`config.mk`:
```
export PLATFORM = sky130hd
export DESIGN_NAME = tqvp_jnms_pdm_stereo
export DESIGN_NICKNAME = d
export VERILOG_FILES = /design/src/rtl/tqvp_jnms_pdm_pkg.sv /design/src/rtl/tqvp_jnms_cic_decim.sv /design/src/rtl/tqvp_jnms_pdm_stereo.sv
export SDC_FILE = /design/constraint.sdc
export NUM_CORES = 1
export LEC_CHECK = 0
export CORE_MARGIN = 3
export CORE_UTILIZATION = 30
export CTS_BUF_LIST = sky130_fd_sc_hd__clkbuf_8
export DETAILED_ROUTE_END_ITERATION = 6
export PLACE_DENSITY_LB_ADDON = 0.2
export SYNTH_ARGS = -nofsm -noshare
export SYNTH_HDL_FRONTEND = slang
export SYNTH_HIERARCHICAL = 1
export SYNTH_SLANG_ARGS = --single-unit
```
`constraint.sdc`:
```
create_clock -name clk -period 10.7 [get_ports clk]
set_input_delay 1.605 -clock clk [delete_from_list [all_inputs] [get_ports clk]]
set_output_delay 1.605 -clock clk [all_outputs]
set_load 0.005 [all_outputs]
```
`src/rtl/tqvp_jnms_pdm_pkg.sv`:
```
// Shared constants for the stereo PDM microphone peripheral: register map,
// control/status bit positions, parameter defaults and CIC width helper.
package tqvp_jnms_pdm_pkg;

    localparam int CIC_ORDER_DEF  = 3;
    localparam int DECIM_LOG2_DEF = 6;
    localparam int OUT_W_DEF      = 16;
    localparam int FIFO_DEPTH_DEF = 8;

    localparam logic [5:0] ADDR_CTRL   = 6'h00;
    localparam logic [5:0] ADDR_CLKDIV = 6'h04;
    localparam logic [5:0] ADDR_STATUS = 6'h08;
    localparam logic [5:0] ADDR_DATA   = 6'h0C;

    localparam int CTRL_EN         = 0;
    localparam int CTRL_L_EN       = 1;
    localparam int CTRL_R_EN       = 2;
    localparam int CTRL_OVF_IE     = 3;
    localparam int CTRL_CLEAR      = 4;
    localparam int CTRL_THRESH_LSB = 8;
    localparam int THRESH_W        = 5;

    localparam int STAT_OVF   = 8;
    localparam int STAT_EMPTY = 9;

    // Register growth of an N-stage CIC with ratio 2^decim_log2, plus one sign bit.
    function automatic int cic_bw(input int order, input int decim_log2);
        return order * decim_log2 + 1;
    endfunction

endpackage

```
`src/rtl/tqvp_jnms_cic_decim.sv`:
```
// Single-channel CIC decimator: integrators advance on in_stb, combs on dec_stb,
// output is re-centred, scaled and saturated to a signed OUT_W sample.
module tqvp_jnms_cic_decim
    import tqvp_jnms_pdm_pkg::*;
#(
    parameter int ORDER      = CIC_ORDER_DEF,
    parameter int DECIM_LOG2 = DECIM_LOG2_DEF,
    parameter int OUT_W      = OUT_W_DEF
) (
    input  logic             clk,
    input  logic             rst,
    input  logic             clr,
    input  logic             in_stb,
    input  logic             in_bit,
    input  logic             dec_stb,
    output logic             out_stb,
    output logic [OUT_W-1:0] pcm
);
    localparam int BW = cic_bw(ORDER, DECIM_LOG2);
    localparam int SH = BW - 1 - OUT_W;
    localparam logic [BW:0]        OFFSET  = (BW + 1)'(1) << (BW - 2);
    localparam logic signed [BW:0] SAT_MAX = (BW + 1)'((1 << (OUT_W - 1)) - 1);
    localparam logic signed [BW:0] SAT_MIN = ~SAT_MAX;

    logic [BW-1:0]      integ   [ORDER];
    logic [BW-1:0]      dly     [ORDER];
    logic [BW-1:0]      comb_in [ORDER];
    logic [BW-1:0]      comb_out;
    logic signed [BW:0] centred;
    logic signed [BW:0] scaled;
    logic [OUT_W-1:0]   sat;

    always_comb begin
        comb_out = integ[ORDER-1];
        for (int k = 0; k < ORDER; k++) begin
            comb_in[k] = comb_out;
            comb_out   = comb_out - dly[k];
        end
    end

    // Comb result is an unsigned count 0..R^N; mid-scale maps to zero.
    always_comb begin
        centred = $signed({1'b0, comb_out} - OFFSET);
        scaled  = centred >>> SH;
        if (scaled > SAT_MAX)
            sat = SAT_MAX[OUT_W-1:0];
        else if (scaled < SAT_MIN)
            sat = SAT_MIN[OUT_W-1:0];
        else
            sat = scaled[OUT_W-1:0];
    end

    always_ff @(posedge clk) begin
        if (rst || clr) begin
            for (int k = 0; k < ORDER; k++) begin
                integ[k] <= '0;
                dly[k]   <= '0;
            end
            out_stb <= 1'b0;
            pcm     <= '0;
        end else begin
            out_stb <= dec_stb;
            if (in_stb) begin
                integ[0] <= integ[0] + BW'(in_bit);
                for (int k = 1; k < ORDER; k++)
                    integ[k] <= integ[k] + integ[k-1];
            end
            if (dec_stb) begin
                for (int k = 0; k < ORDER; k++)
                    dly[k] <= comb_in[k];
                pcm <= sat;
            end
        end
    end

endmodule

```
`src/rtl/tqvp_jnms_pdm_stereo.sv`:
```
// Stereo PDM microphone front end for TinyQV: clock divider, two CIC decimators,
// frame FIFO and register file on the peripheral bus.
module tqvp_jnms_pdm_stereo
    import tqvp_jnms_pdm_pkg::*;
#(
    parameter int CIC_ORDER  = CIC_ORDER_DEF,
    parameter int DECIM_LOG2 = DECIM_LOG2_DEF,
    parameter int OUT_W      = OUT_W_DEF,
    parameter int FIFO_DEPTH = FIFO_DEPTH_DEF
) (
    input  logic        clk,
    input  logic        rst,
    input  logic [7:0]  ui_in,
    output logic [7:0]  uo_out,
    input  logic [5:0]  address,
    input  logic [31:0] data_in,
    input  logic [1:0]  data_write_n,
    input  logic [1:0]  data_read_n,
    output logic [31:0] data_out,
    output logic        data_ready,
    output logic        user_interrupt
);
    localparam int AW = $clog2(FIFO_DEPTH);
    localparam int WW = $clog2(CIC_ORDER + 1);

    logic                  ctrl_en, l_en, r_en, ovf_ie;
    logic [THRESH_W-1:0]   thresh;
    logic [7:0]            clkdiv, phase, half;
    logic                  active, pdm_clk, l_stb, r_stb, dec_stb;
    logic [DECIM_LOG2-1:0] dec_cnt;
    logic [WW-1:0]         warm_cnt;
    logic                  l_out_stb, r_out_stb, frame_stb, push_req;
    logic [OUT_W-1:0]      l_pcm, r_pcm;
    logic [31:0]           frame;
    logic [31:0]           mem [FIFO_DEPTH];
    logic [AW-1:0]         wr_ptr, rd_ptr;
    logic [AW:0]           count;
    logic [5:0]            level;
    logic                  full, empty, pop, push_ok, ovf;
    logic                  wr_any, wr_hi, wr_ctrl, clear;
    logic                  unused_ok;

    assign wr_any  = data_write_n != 2'b11;
    assign wr_hi   = (data_write_n == 2'b01) || (data_write_n == 2'b10);
    assign wr_ctrl = wr_any && (address == ADDR_CTRL);
    assign clear   = wr_ctrl && data_in[CTRL_CLEAR];

    always_ff @(posedge clk) begin
        if (rst) begin
            ctrl_en <= 1'b0;
            l_en    <= 1'b0;
            r_en    <= 1'b0;
            ovf_ie  <= 1'b0;
            thresh  <= '0;
            clkdiv  <= '0;
        end else begin
            if (wr_ctrl) begin
                ctrl_en <= data_in[CTRL_EN];
                l_en    <= data_in[CTRL_L_EN];
                r_en    <= data_in[CTRL_R_EN];
                ovf_ie  <= data_in[CTRL_OVF_IE];
                if (wr_hi)
                    thresh <= data_in[CTRL_THRESH_LSB +: THRESH_W];
            end
            if (wr_any && (address == ADDR_CLKDIV))
                clkdiv <= data_in[7:0];
        end
    end

    // Left is sampled just before the falling PDM edge, right at the end of the period.
    assign active  = ctrl_en && (clkdiv >= 8'd2);
    assign half    = clkdiv >> 1;
    assign pdm_clk = active && (phase < half);
    assign l_stb   = active && (phase == half - 8'd1);
    assign r_stb   = active && (phase == clkdiv - 8'd1);
    assign dec_stb = r_stb && (dec_cnt == '0);

    always_ff @(posedge clk) begin
        if (rst || !active)
            phase <= '0;
        else
            phase <= (phase == clkdiv - 8'd1) ? 8'd0 : phase + 8'd1;
    end

    always_ff @(posedge clk) begin
        if (rst || !ctrl_en) begin
            dec_cnt  <= '1;
            warm_cnt <= WW'(CIC_ORDER);
        end else begin
            if (r_stb)
                dec_cnt <= dec_cnt - DECIM_LOG2'(1);
            if (frame_stb && (warm_cnt != '0))
                warm_cnt <= warm_cnt - WW'(1);
        end
    end

    tqvp_jnms_cic_decim #(
        .ORDER(CIC_ORDER), .DECIM_LOG2(DECIM_LOG2), .OUT_W(OUT_W)
    ) u_cic_l (
        .clk(clk), .rst(rst), .clr(!ctrl_en), .in_stb(l_stb), .in_bit(ui_in[0]),
        .dec_stb(dec_stb), .out_stb(l_out_stb), .pcm(l_pcm)
    );

    tqvp_jnms_cic_decim #(
        .ORDER(CIC_ORDER), .DECIM_LOG2(DECIM_LOG2), .OUT_W(OUT_W)
    ) u_cic_r (
        .clk(clk), .rst(rst), .clr(!ctrl_en), .in_stb(r_stb), .in_bit(ui_in[0]),
        .dec_stb(dec_stb), .out_stb(r_out_stb), .pcm(r_pcm)
    );

    assign frame_stb = l_out_stb | r_out_stb;
    assign push_req  = frame_stb && ctrl_en && (warm_cnt == '0);
    assign frame     = {r_en ? 16'($signed(r_pcm)) : 16'h0000,
                        l_en ? 16'($signed(l_pcm)) : 16'h0000};

    assign full    = count == (AW + 1)'(FIFO_DEPTH);
    assign empty   = count == '0;
    assign level   = 6'(count);
    assign pop     = (data_read_n == 2'b10) && (address == ADDR_DATA) && !empty;
    assign push_ok = push_req && (!full || pop);

    always_ff @(posedge clk) begin
        if (push_ok && !clear)
            mem[wr_ptr] <= frame;
    end

    always_ff @(posedge clk) begin
        if (rst || clear) begin
            wr_ptr <= '0;
            rd_ptr <= '0;
            count  <= '0;
        end else begin
            if (push_ok)
                wr_ptr <= wr_ptr + AW'(1);
            if (pop)
                rd_ptr <= rd_ptr + AW'(1);
            case ({push_ok, pop})
                2'b10:   count <= count + (AW + 1)'(1);
                2'b01:   count <= count - (AW + 1)'(1);
                default: count <= count;
            endcase
        end
    end

    // A fresh overflow outranks a same-cycle software acknowledge.
    always_ff @(posedge clk) begin
        if (rst || clear)
            ovf <= 1'b0;
        else if (push_req && full && !pop)
            ovf <= 1'b1;
        else if (wr_hi && (address == ADDR_STATUS) && data_in[STAT_OVF])
            ovf <= 1'b0;
    end

    always_ff @(posedge clk) begin
        if (rst)
            user_interrupt <= 1'b0;
        else
            user_interrupt <= ((thresh != '0) && (level >= {1'b0, thresh})) || (ovf_ie && ovf);
    end

    always_comb begin
        data_out = '0;
        case (address)
            ADDR_CTRL: begin
                data_out[CTRL_EN]     = ctrl_en;
                data_out[CTRL_L_EN]   = l_en;
                data_out[CTRL_R_EN]   = r_en;
                data_out[CTRL_OVF_IE] = ovf_ie;
                data_out[CTRL_THRESH_LSB +: THRESH_W] = thresh;
            end
            ADDR_CLKDIV: data_out[7:0] = clkdiv;
            ADDR_STATUS: begin
                data_out[5:0]       = level;
                data_out[STAT_OVF]   = ovf;
                data_out[STAT_EMPTY] = empty;
            end
            ADDR_DATA: if (!empty) data_out = mem[rd_ptr];
            default: ;
        endcase
    end

    assign uo_out     = {{6{pdm_clk}}, push_req, pdm_clk};
    assign data_ready = 1'b1;
    assign unused_ok  = &{1'b0, ui_in[7:1], data_in[31:13]};

endmodule

```
==> run summary <==
Yosys cell types: 87
length in cells of the worst reg-to-reg path: 33
Post-synth EDFFs: 484
crit-path max FO: 10
fmax: 0.137 GHz
num ports: 94
Starting Density: 30.5%
GPL Wtd Cong: 0.783
Worst Clk Skew: 0.0643 ns
hold path startpoint: u_cic_l/pcm[6]
slowest stage delay, CP: 0.41 ns
Reg2Reg Setup Slack: 3.39 ns
total negative setup slack: 0 ns
vias in the first global route: 20967
port bufs: 66
WP data arrival: 7.92 ns
max-slew violation count: 0
Post-Route WL: 68.5 mm
YS warnings: 6
first-pass GRT wire length: 111 mm
ys async rst share: 0%
vias per cell: 4.80
CP Launch Type: register
Synth Area per Inst: 11.7 um^2
Critical Path Sink Type: register
initial DRC count: 937
via count: 20301
initial antenna violation count: 3
Layout Cells excl Fill: 4227
hold path cells: 1
Reg-to-Reg Start: u_cic_r/integ[0][38]
Post-Syn Area: 0.0312 mm^2
Fin. Hold Viols: 0
status: finished clean
Main synth FF type: edfxtp_1
post-route minimum period: 7.31 ns
Cells after Synth: 2661
hold_buf cts: 0
Core Region: 0.102 mm^2
Final HPWL DP: 46.5 mm
HP Class: register to register
Crit Path Class: register to register
most common cell after layout, fill and taps aside: edfxtp_1
Clock Sinks: 566
Site Rows: 117
P per Cell Area: 142 mW/mm^2
final setup violation count: 0
RSZ-0062 raised after global routing: false
die width: 329 um
clock slew at reported path FFs: 0.06 ns
post-CTS setup buffer count: 0
H-tree level count: 3
largest net degree at the start of global routing: 65
clock buffer count from CTS: 103
Yosys top cell area share: 46.6%
CTS max path bufs: 3
Die Height: 329 um
syn_nets: 2929
CTS resizes: 0
layout cells sized above 1: 9.70%
maximum vdd drop: 0.0000902 V
Synth area leader: edfxtp_1
Tcrit/Tclk final: 68.3%
CTS root buffer: clkbuf_8
wire per inst: 16.2 um
Max-Cap Viols: 0
Seq. cell area: 0.0162 mm^2
top cells by area, synth: edfxtp_1 (47%), ha_1 (8.3%), dfxtp_1 (5.3%)
worst rel slew slack: 25.7%
number of remaining DRC errors: 0
Placed Cells: 4036
Leakage: 13.6 nW
most frequent cells in the layout: edfxtp_1 (484), nor2_1 (239), inv_1 (227), ha_1 (208), a21oi_1 (126)
Hold Path End: u_cic_l/pcm[6]
slowest cell on the critical path: a311o_2
Clock Latency Late Sink: 0.75 ns
Multi-input gate area: 0.0140 mm^2
Reg-to-Reg End: u_cic_r/pcm[10]
CP required: 11.31 ns
die area: 0.108 mm^2
Total GRT Usage: 12.7%
post-synthesis sequential element count: 566
Slew @ Worst Pin: 1.11 ns
Filler Cell Count: 10147
area added between synthesis and finish: 13.4%
CTS tree: built
ANT nets after route: 0
Seq/Total Area, Yosys: 51.8%
fin nets: 3041
Congestion Overflow GR: 0
DRT Pass-1 Iters: 5
## state kept, by name (all words and copies together) (netlist names), 3 cells and up, named ones only
| name | flops |
|---|---|
| u_cic_r/dly | 57 |
| u_cic_r/integ | 57 |
| phase | 8 |
| u_cic_l/pcm | 16 |
| mem | 256 |
| u_cic_l/integ | 57 |
| clkdiv | 8 |
| dec_cnt | 6 |
| u_cic_r/pcm | 16 |
| thresh | 5 |
| u_cic_l/dly | 57 |
| wr_ptr | 3 |
| rd_ptr | 3 |
| count | 4 |
## report_power, final
| part | total (mW) | leakage (nW) | switching, mW | internal [mW] |
|---|---|---|---|---|
| logic | 0.778 | 6.62 | 0.440 | 0.338 |
| registers | 2.37 | 5.85 | 0.00278 | 2.36 |
| clock network | 1.89 | 1.11 | 0.930 | 0.962 |
## worst max path at each step
| stage | start | to | cells after the start |
|---|---|---|---|
| after floorplan | u_cic_r/integ[0][38] | u_cic_r/pcm[10] | 28 |
| after global placement | u_cic_r/integ[0][38] | u_cic_r/pcm[10] | 33 |
| after detailed placement | u_cic_r/integ[0][38] | u_cic_r/pcm[6] | 34 |
| after CTS | u_cic_r/integ[0][38] | u_cic_r/pcm[10] | 34 |
| after global routing | u_cic_r/integ[0][38] | u_cic_r/pcm[3] | 34 |
| final | u_cic_r/integ[0][38] | u_cic_r/pcm[10] | 33 |
## area by class of cell
type | instances | share of cell area, %
flip-flops and latches | 566 | 45.7
multi-input cells | 1816 | 39.5
well taps | 1368 | 4.84
clock buffers | 107 | 4.16
repair buffers | 93 | 2.44
inverters | 193 | 2.05
clock inverters | 80 | 1.21
diodes | 4 | 0.0283
## logic make-up (layout without fill, tap and decap cells)
logic type | count (synthesis) | in the layout | share of synthesized area, %
AO/OA/AOI/OAI | 483 | 483 | 10.7
XOR/XNOR | 199 | 199 | 5.70
adder cells (fa/ha/maj) | 216 | 216 | 8.85
buffers and inverters | 279 | 473 | 3.58
flip-flops | 566 | 566 | 51.8
multiplexers | 118 | 118 | 6.35
other | 1 | 5 | 0.0120
AND/OR/NAND/NOR | 799 | 799 | 13.0
## per-layer routing
layer	vias up	wire length, um	track usage [%]
li1	10053	-	-
met5	-	0	0
met2	330	33300	21.9
met1	9780	30900	16.0
met3	138	2620	2.41
met4	0	1690	4.00
## critical path: cells and delay by family (launching register included)
kind / cells / cell delay [ns]
AO/OA/AOI/OAI: 13 / 3.17
XOR/XNOR: 4 / 0.75
adder cells (fa/ha/maj): 5 / 1.56
buffers and inverters: 1 / 0.07
flip-flops: 1 / 0.37
AND/OR/NAND/NOR: 10 / 1.29
## stage by stage
step / cell area [um^2] / setup WS [ns] / power [mW] / util, % / hold slack (ns)
after floorplan: 31200 / 4.16 / 3.03 / - / 0.408
after CTS: 35400 / 3.35 / 5.14 / 34.5 / 0.467
after global placement: 33500 / 3.30 / 3.19 / 32.7 / 0.443
final: 35400 / 3.39 / 5.04 / 34.5 / 0.471
after global routing: 35400 / 2.66 / 5.32 / 34.5 / 0.489
after detailed placement: 33500 / 3.40 / 3.20 / 32.7 / 0.449
## Yosys cell counts (all sizes together), types with 6 or more instances
master and instances:
mux2i 53, nor2 245, inv 193, or3 11, and3 79, nor3b 8
ha 208, o211ai 7, a221o 18, nor3 67, o2111ai 8, and4 7
xnor2 120, edfxtp 484, buf 29, o21ai 72, clkbuf 57, dfxtp 82
a31oi 16, nor4 6, a21boi 11, a211oi 14, a211o 9, mux4 64
fa 8, nand2 116, and2 96, xor2 77, nand2b 21, a31o 9
nor2b 29, nand4 19, a21oi 127, o21a 44, or4 6, o21bai 16
nand3 72, a21o 69, o31ai 11, or2 10, a22o 7
No activity file was read; power rests on OpenSTA's default activity.
